===== src/rtl/chacha_stream_xor_pkg.sv =====
// Constants, state encoding and the ChaCha20 core function shared by the
// stream wrapper and chacha_block.
package chacha_stream_xor_pkg;

   localparam int CHACHA_WORDS = 16;

   localparam logic [31:0] SIGMA0 = 32'h61707865;
   localparam logic [31:0] SIGMA1 = 32'h3320646e;
   localparam logic [31:0] SIGMA2 = 32'h79622d32;
   localparam logic [31:0] SIGMA3 = 32'h6b206574;

   typedef enum logic [1:0] {
      S_IDLE   = 2'd0,
      S_LOAD   = 2'd1,
      S_WAIT   = 2'd2,
      S_STREAM = 2'd3
   } state_e;

   // Word i of a 512-bit state lives at [511-32i -: 32]; no byte swapping.
   function automatic logic [31:0] state_word(input logic [511:0] s, input logic [3:0] i);
      return s[{~i, 5'd0} +: 32];
   endfunction

   function automatic logic [127:0] quarter_round(input logic [31:0] a_i, input logic [31:0] b_i,
                                                  input logic [31:0] c_i, input logic [31:0] d_i);
      logic [31:0] a, b, c, d;
      a = a_i; b = b_i; c = c_i; d = d_i;
      a = a + b; d = d ^ a; d = {d[15:0], d[31:16]};
      c = c + d; b = b ^ c; b = {b[19:0], b[31:20]};
      a = a + b; d = d ^ a; d = {d[23:0], d[31:24]};
      c = c + d; b = b ^ c; b = {b[24:0], b[31:25]};
      return {a, b, c, d};
   endfunction

   // 20 rounds (10 column/diagonal pairs) followed by the feed-forward add.
   function automatic logic [511:0] chacha_core(input logic [511:0] s_in);
      logic [31:0]  x [CHACHA_WORDS];
      logic [511:0] s_out;
      for (int i = 0; i < CHACHA_WORDS; i++) x[i] = state_word(s_in, 4'(i));
      for (int r = 0; r < 10; r++) begin
         {x[0], x[4], x[8],  x[12]} = quarter_round(x[0], x[4], x[8],  x[12]);
         {x[1], x[5], x[9],  x[13]} = quarter_round(x[1], x[5], x[9],  x[13]);
         {x[2], x[6], x[10], x[14]} = quarter_round(x[2], x[6], x[10], x[14]);
         {x[3], x[7], x[11], x[15]} = quarter_round(x[3], x[7], x[11], x[15]);
         {x[0], x[5], x[10], x[15]} = quarter_round(x[0], x[5], x[10], x[15]);
         {x[1], x[6], x[11], x[12]} = quarter_round(x[1], x[6], x[11], x[12]);
         {x[2], x[7], x[8],  x[13]} = quarter_round(x[2], x[7], x[8],  x[13]);
         {x[3], x[4], x[9],  x[14]} = quarter_round(x[3], x[4], x[9],  x[14]);
      end
      s_out = '0;
      for (int i = 0; i < CHACHA_WORDS; i++)
         s_out = {s_out[479:0], x[i] + state_word(s_in, 4'(i))};
      return s_out;
   endfunction

endpackage


===== src/rtl/chacha_stream_xor_state_pack.sv =====
// Assembles the 512-bit ChaCha input state from constants, key, counter and nonce.
module chacha_stream_xor_state_pack
   import chacha_stream_xor_pkg::*;
(
   input  logic [255:0] key,
   input  logic [31:0]  ctr,
   input  logic [95:0]  nonce,
   output logic [511:0] state
);

   assign state = {SIGMA0, SIGMA1, SIGMA2, SIGMA3, key, ctr, nonce};

endmodule


===== src/rtl/chacha_stream_xor.sv =====
// Keystream generation control plus a one-word-per-cycle XOR stage on a
// valid/ready stream; the counter advances every 16 words.
module chacha_stream_xor
   import chacha_stream_xor_pkg::*;
#(
   parameter int BLOCK_LAT = 1
)(
   input  logic         clk,
   input  logic         rst,
   input  logic         start,
   input  logic [255:0] key,
   input  logic [95:0]  nonce,
   input  logic [31:0]  init_ctr,
   output logic [511:0] ks_state_in,
   input  logic [511:0] ks_state_out,
   input  logic         in_valid,
   output logic         in_ready,
   input  logic [31:0]  in_data,
   input  logic         in_last,
   output logic         out_valid,
   input  logic         out_ready,
   output logic [31:0]  out_data,
   output logic         out_last,
   output logic         busy,
   output logic         ctr_wrap,
   output state_e       dbg_state
);

   localparam logic [7:0] WAIT_INIT = 8'(BLOCK_LAT - 1);

   state_e       state, state_n;
   logic [255:0] key_q;
   logic [95:0]  nonce_q;
   logic [31:0]  ctr_q;
   logic [7:0]   wait_cnt;
   logic [31:0]  ks_buf [CHACHA_WORDS];
   logic [3:0]   word_idx;
   logic [511:0] packed_state;
   logic         accept, end_of_block, ctr_max;

   chacha_stream_xor_state_pack u_pack (
      .key   (key_q),
      .ctr   (ctr_q),
      .nonce (nonce_q),
      .state (packed_state)
   );

   // Handshake: a word moves when valid & ready are both high at a rising edge;
   // valid never waits on ready, and a held valid keeps its data stable.
   // in_ready depends only on state, start and the output register, so there is
   // no combinational path from in_valid/in_data to the output side.
   assign in_ready     = (state == S_STREAM) && !start && (!out_valid || out_ready);
   assign accept       = in_valid && in_ready;
   assign end_of_block = (word_idx == 4'(CHACHA_WORDS - 1));
   assign ctr_max      = (ctr_q == 32'hFFFF_FFFF);
   assign ks_state_in  = (state == S_LOAD || state == S_WAIT) ? packed_state : '0;
   assign busy         = (state != S_IDLE);
   assign dbg_state    = state;

   always_ff @(posedge clk) begin
      if (rst) state <= S_IDLE;
      else     state <= state_n;
   end

   always_comb begin
      state_n = state;
      if (start) begin
         state_n = S_LOAD;
      end else begin
         case (state)
            S_IDLE:   state_n = S_IDLE;
            S_LOAD:   state_n = S_WAIT;
            S_WAIT:   if (wait_cnt == '0) state_n = S_STREAM;
            S_STREAM: begin
               if (accept) begin
                  if (in_last)           state_n = S_IDLE;
                  else if (end_of_block) state_n = ctr_max ? S_IDLE : S_LOAD;
               end
            end
            default:  state_n = S_IDLE;
         endcase
      end
   end

   always_ff @(posedge clk) begin
      if (rst) begin
         key_q     <= '0;
         nonce_q   <= '0;
         ctr_q     <= '0;
         wait_cnt  <= '0;
         word_idx  <= '0;
         out_data  <= '0;
         out_last  <= 1'b0;
         out_valid <= 1'b0;
         ctr_wrap  <= 1'b0;
         for (int i = 0; i < CHACHA_WORDS; i++) ks_buf[i] <= '0;
      end else begin
         if (start) begin
            key_q    <= key;
            nonce_q  <= nonce;
            ctr_q    <= init_ctr;
            ctr_wrap <= 1'b0;
         end
         if (state == S_LOAD) wait_cnt <= WAIT_INIT;
         if (state == S_WAIT) begin
            if (wait_cnt == '0) begin
               for (int i = 0; i < CHACHA_WORDS; i++) ks_buf[i] <= state_word(ks_state_out, 4'(i));
               word_idx <= '0;
            end else begin
               wait_cnt <= wait_cnt - 8'd1;
            end
         end
         // The output register drains regardless of state, so a pending word survives start.
         if (accept) begin
            out_data  <= in_data ^ ks_buf[word_idx];
            out_last  <= in_last;
            out_valid <= 1'b1;
            word_idx  <= word_idx + 4'd1;
            if (!in_last && end_of_block) begin
               if (ctr_max) ctr_wrap <= 1'b1;
               else         ctr_q    <= ctr_q + 32'd1;
            end
         end else if (out_ready) begin
            out_valid <= 1'b0;
         end
      end
   end

endmodule


===== config.mk =====
export PLATFORM = sky130hd
export DESIGN_NAME = chacha_stream_xor
export DESIGN_NICKNAME = d
export VERILOG_FILES = /design/src/rtl/chacha_stream_xor_pkg.sv /design/src/rtl/chacha_stream_xor_state_pack.sv /design/src/rtl/chacha_stream_xor.sv
export SDC_FILE = /design/constraint.sdc
export NUM_CORES = 2
export LEC_CHECK = 0
export ABC_CLOCK_PERIOD_IN_PS = 27900
export BUFFER_PORTS_ARGS = -buffer_cell sky130_fd_sc_hd__buf_2
export CAP_MARGIN = 10
export CORE_AREA = 2 2 583 585
export DETAILED_ROUTE_END_ITERATION = 8
export DIE_AREA = 0 0 585 587
export PLACE_DENSITY_LB_ADDON = 0.2
export SETUP_SLACK_MARGIN = 0.1
export SLEW_MARGIN = 25
export SYNTH_ARGS = -nofsm -noshare
export SYNTH_HDL_FRONTEND = slang
export SYNTH_HIERARCHICAL = 1
export SYNTH_SLANG_ARGS = --single-unit

===== constraint.sdc =====
create_clock -name clk -period 27.9 [get_ports clk]
set_clock_uncertainty 0.1 [all_clocks]
set_input_delay 5.58 -clock clk [delete_from_list [all_inputs] [get_ports clk]]
set_output_delay 5.58 -clock clk [all_outputs]
set_load 0.01 [all_outputs]

# Word-level counts from Yosys, hierarchy flattened
# Memories as Yosys holds them, arrays and structs flattened. A register that Yosys moved wholly into a read port is not among the register bits.
# Cells that the tools add are included.
# op_classes
n_addsub	3
n_eq_ne	11
muxes	48
bitwise	17
reduce_logical	19
# op_table
cell	count
32-bit 2-to-1 mux	20
511-bit 2-to-1 mux	1
32-bit by 1-bit adder with 32-bit output, second input constant	1
32-bit equality test, second input constant	1
32-bit XOR	1
8-bit 2-to-1 mux	3
4-bit 2-to-1 mux	5
1-bit bitwise OR	16
1-bit 2-to-1 mux	14
8-bit logical NOT	1
2-bit 2-to-1 mux	4
2-bit one-hot mux with 4 select lines	1
2-bit nonzero test	4
8-bit by 1-bit subtractor with 8-bit output, second input constant	1
3-bit inequality test, second input constant	2
3-bit AND reduction	2
4-bit by 1-bit adder with 4-bit output, second input constant	1
2-bit equality test, second input constant	2
4-bit equality test, second input constant	1
1-bit logical AND	4
4-bit inequality test, second input constant	1
1-bit logical NOT	3
3-bit by 2-bit inequality test with 1-bit output, second input constant	1
2-bit by 1-bit equality test with 1-bit output, second input constant	1
6 further kinds	7
# word_totals
ff_bits	433
mem_bits_rw	512
in_bits	934
output_inout_bits	551
wordCells	110
memories	1
# memory_table
memory	depth	word_bits	read_ports	rd_ports_with_merged_regs	wr	line	text
ks_buf	16	32	1	1	16	chacha_stream_xor.sv:36	logic [31:0] ks_buf [CHACHA_WORDS];

# Depth between registers and ports, before layout
# depth
depth_word	8
ltp_mapped	9
ltp_nobuf	7

# Hierarchy
# The synthesis kept the hierarchy.
# by_module_without_submodules
mod	instances	cells_each	area_each_um2	seq_area_each_um2
chacha_stream_xor	1	3550	42494.5	24123.1
chacha_stream_xor_state_pack	1	514	3851.2	0.0

# Worst setup path after synthesis
# Ideal clock, no wire load.
# synth_path
path_type	in2reg
start	input rst
end	memory ks_buf[0][0], enable pin
setup_ns	3.665
arrival_time_ns	14.140
required_ns	24.135
path_slack_ns	9.994
stages	3
path_buffers	1
cell_sequence	clkbuf_1 -> inv_1 -> nand2_1
# synth_rtl
element	line	text
start, declared	chacha_stream_xor.sv:9	input logic rst,
end, declared	chacha_stream_xor.sv:36	

# Worst setup path after layout
# layout_path
start	input start
end	output in_ready
# layout_between
elab_chain_cells	3
# layout_rtl
element	line	text
start, declared	chacha_stream_xor.sv:10	input logic start,
1-bit logical NOT	chacha_stream_xor.sv:52	assign in_ready = (state == S_STREAM) && !start && (!out_valid || out_ready);
1-bit logical AND (2 in a row)	chacha_stream_xor.sv:52	
end, declared	chacha_stream_xor.sv:17	output logic in_ready,
# No other way between the ends.

==> run metrics <==
run status=finished clean; CTS Hold Buffers Added=0; crit path max fanout=40; commonest cells after routing, fill and taps aside=1410 x buf_2, 838 x and2_1, 512 x edfxtp_1, 435 x dfxtp_1, 409 x nor2_1; RSZ-0062 raised after global routing=false; GRT overflow=0; total clock sinks=about 950; vias in the first global route=roughly 34000; RR Startpoint=wait_cnt[0]; synth unique cells=61; Die H=around 600 um; met2 usage=0.217; row cnt=approximately 210; worst vdd ir=between 40 and 50 uV; Design Power=about 3.8 mW; first-pass GRT wire length=approximately 300 mm; PD cells=between 60 and 70 nW/um^2; Placed Cells=between 9000 and 10000; Int Power=~2.8 mW; CP Class=input pin to primary output; Yosys warnings=6; Residual DRC=0; port bufs=roughly 1400; Mapped Cells=4064; via/cell ratio=3.47; area of the core=between 300000 and 400000 um^2; Clock Power Share=0.471; I/O Pins=1485; Mapped Area=between 40000 and 50000 um^2; fin crit share=0.441; Initial DRC Count=approximately 1800; CP arrival=6.63 ns; ys flop type=edfxtp_1; gr usage total=0.125; area leader, netlist=edfxtp_1; Post-Route WL=~220 mm; Final Hold Viols=0; Initial Util=0.137; Finished Cell Area=59600 um^2; Synth area leaders=edfxtp_1 33%, dfxtp_1 19%, and2_1 11%; leakage dissipation=25.1 nW; Pre-Repair DR Iteration Count=5; Post-synth EDFFs=between 500 and 600; Max-slew headroom=0.172; Startpoint Class=input pin; worst hold start=out_last; Comb power frac=0.101; Required @ worst endpoint=~22 ns; worst path cell trace=buf_8 > nand2b_1 > nor2_1 > buf_2; Sw Ratio=0.264; die area=343000 um^2; H-tree depth=4; total negative setup slack=0 ns; Placed Area=between 50000 and 60000 um^2; Peak Freq=81.2 MHz; met3 GRT Util=0.0482; Synth top area share=0.332; busiest grt layer=met2; sequential power share=0.428; worst path bufs/invs=2; clk buf depth=4; clock root buffer=clkbuf_16; Pins Over Slew Limit=0; Resized cells post-CTS=0; Async S/R FF share, synth=0; slowest cell on the critical path=nor2_1; Final #Nets=approximately 6000; CTS Buf Count=about 140; crit path launch=start; max_cap viols=0; WL/cell=~23 um; Post-CTS Setup Inserts=0; Clock Pin Slew Worst Setup and Hold Paths=about 0.050 ns; fin cells=between 9000 and 10000; largest net degree at the start of global routing=about 230; net load switching power=0.990 mW; Detail Route Antenna Nets=0; most common cell after layout, fill and taps aside=buf_2; met1 usage=0.143; Avg Synthesized Cell Area=between 10 and 15 um^2; Die Width=585 um; CTS tree=yes; Seq/Total Area, Yosys=0.521; crit-path leading delay family=simple AND/OR/NAND/NOR gates; final setup vio count=0; crit-path max cell delay=~0.36 ns; via count=about 34000; Hold WC Path Type=flop to flop; measured slew at the worst slew-check pin=1.24 ns; Syn-to-layout area delta=28.7%; clock latency on the worst-skew pair=around 0.87 ns; min Tclk post-route=12.31 ns; Yosys reg bits=between 900 and 1000; gpl congestion=~0.87; crit end category=primary output; HPWL Detailed=approximately 170 mm; initial antenna violation count=approximately 280; share of layout cells above drive strength 1=0.353
==> worst paths after layout <==
path                       end  slack [ns]  cells past startpoint
hold / removal        out_last        0.35                      2
setup / recovery      in_ready       15.59                      4
setup reg to reg  ks_buf[2][2]       21.51                     10
hold reg to reg       out_last        0.35                      2
==> Yosys cell counts (23+ instances only) <==
library cell and instances:
mux2i_1 354, edfxtp_1 512, clkbuf_1 183, nor2b_1 198
mux4_2 128, buf_4 514, nand2_1 40, buf_2 52
xor2_1 32, a221oi_1 32, nor2_1 411, dfxtp_1 437
a211oi_1 37, and2_1 839, nand3_1 23, buf_1 24
a31oi_1 26, a22o_1 32
==> sequential cells by signal, summed over array words and instances (netlist names), 2 cells and up, named ones only <==
| signal | cells |
|---|---|
| ctr_q | 32 |
| nonce_q | 96 |
| ks_buf | 512 |
| key_q | 256 |
| wait_cnt | 8 |
| word_idx | 4 |
| out_data | 32 |
| dbg_state | 2 |
==> tightest hold or removal path, cell delays in order, from the launching register on <==
cell and delay, ns:
dfxtp_1 0.30, nand2_1 0.05, a21oi_1 0.05
==> power groups by stage <==
| stage | Clock (mW) | Sequential, mW | Combinational (mW) |
|---|---|---|---|
| 2_1_floorplan | 0 | 1.64 | 0.256 |
| 3_3_place_gp | 0 | 1.63 | 0.387 |
| 3_5_place_dp | 0 | 1.63 | 0.389 |
| 4_1_cts | 1.85 | 1.61 | 0.391 |
| 5_1_grt | 1.89 | 1.61 | 0.421 |
| 6_report | 1.77 | 1.60 | 0.379 |
==> cells by family after synthesis <==
logic type | count (synthesis) | share of synthesized area
simple gates | 1594 | 0.191
flops | 949 | 0.521
buf+inv | 790 | 0.107
mux | 482 | 0.139
compound gates | 204 | 0.0332
xor+xnor | 35 | 0.00661
fa+ha+maj | 8 | 0.00216
other cells | 2 | 0.000162
==> metrics by stage <==
stage	hold WS (ns)	setup slack, ns	util
after floorplan	0.316	9.99	-
after global placement	0.351	15.45	0.163
after detailed placement	0.352	15.50	0.163
after CTS	0.360	15.50	0.176
after global routing	0.388	15.50	0.176
final	0.352	15.59	0.176
==> metal layers <==
metal | routed length (um) | up-vias
met3 | 20800 | 615
met2 | 108000 | 1504
met4 | 6730 | 100
li1 | - | 15300
met5 | 642 | -
met1 | 87600 | 16100
==> cell type report <==
class                           instances  area (um^2)
Fill cell                           37900       278000
Sequential cell                       949        24100
Multi-Input combinational cell       2451        17800
Clock buffer                          193         3850
Timing Repair Buffer                 1458         7480
Antenna cell                           43          108
Tap cell                             4536         5680
Clock inverter                         45          561
Inverter                               15         56.3
No activity file was read; power rests on OpenSTA's default activity.
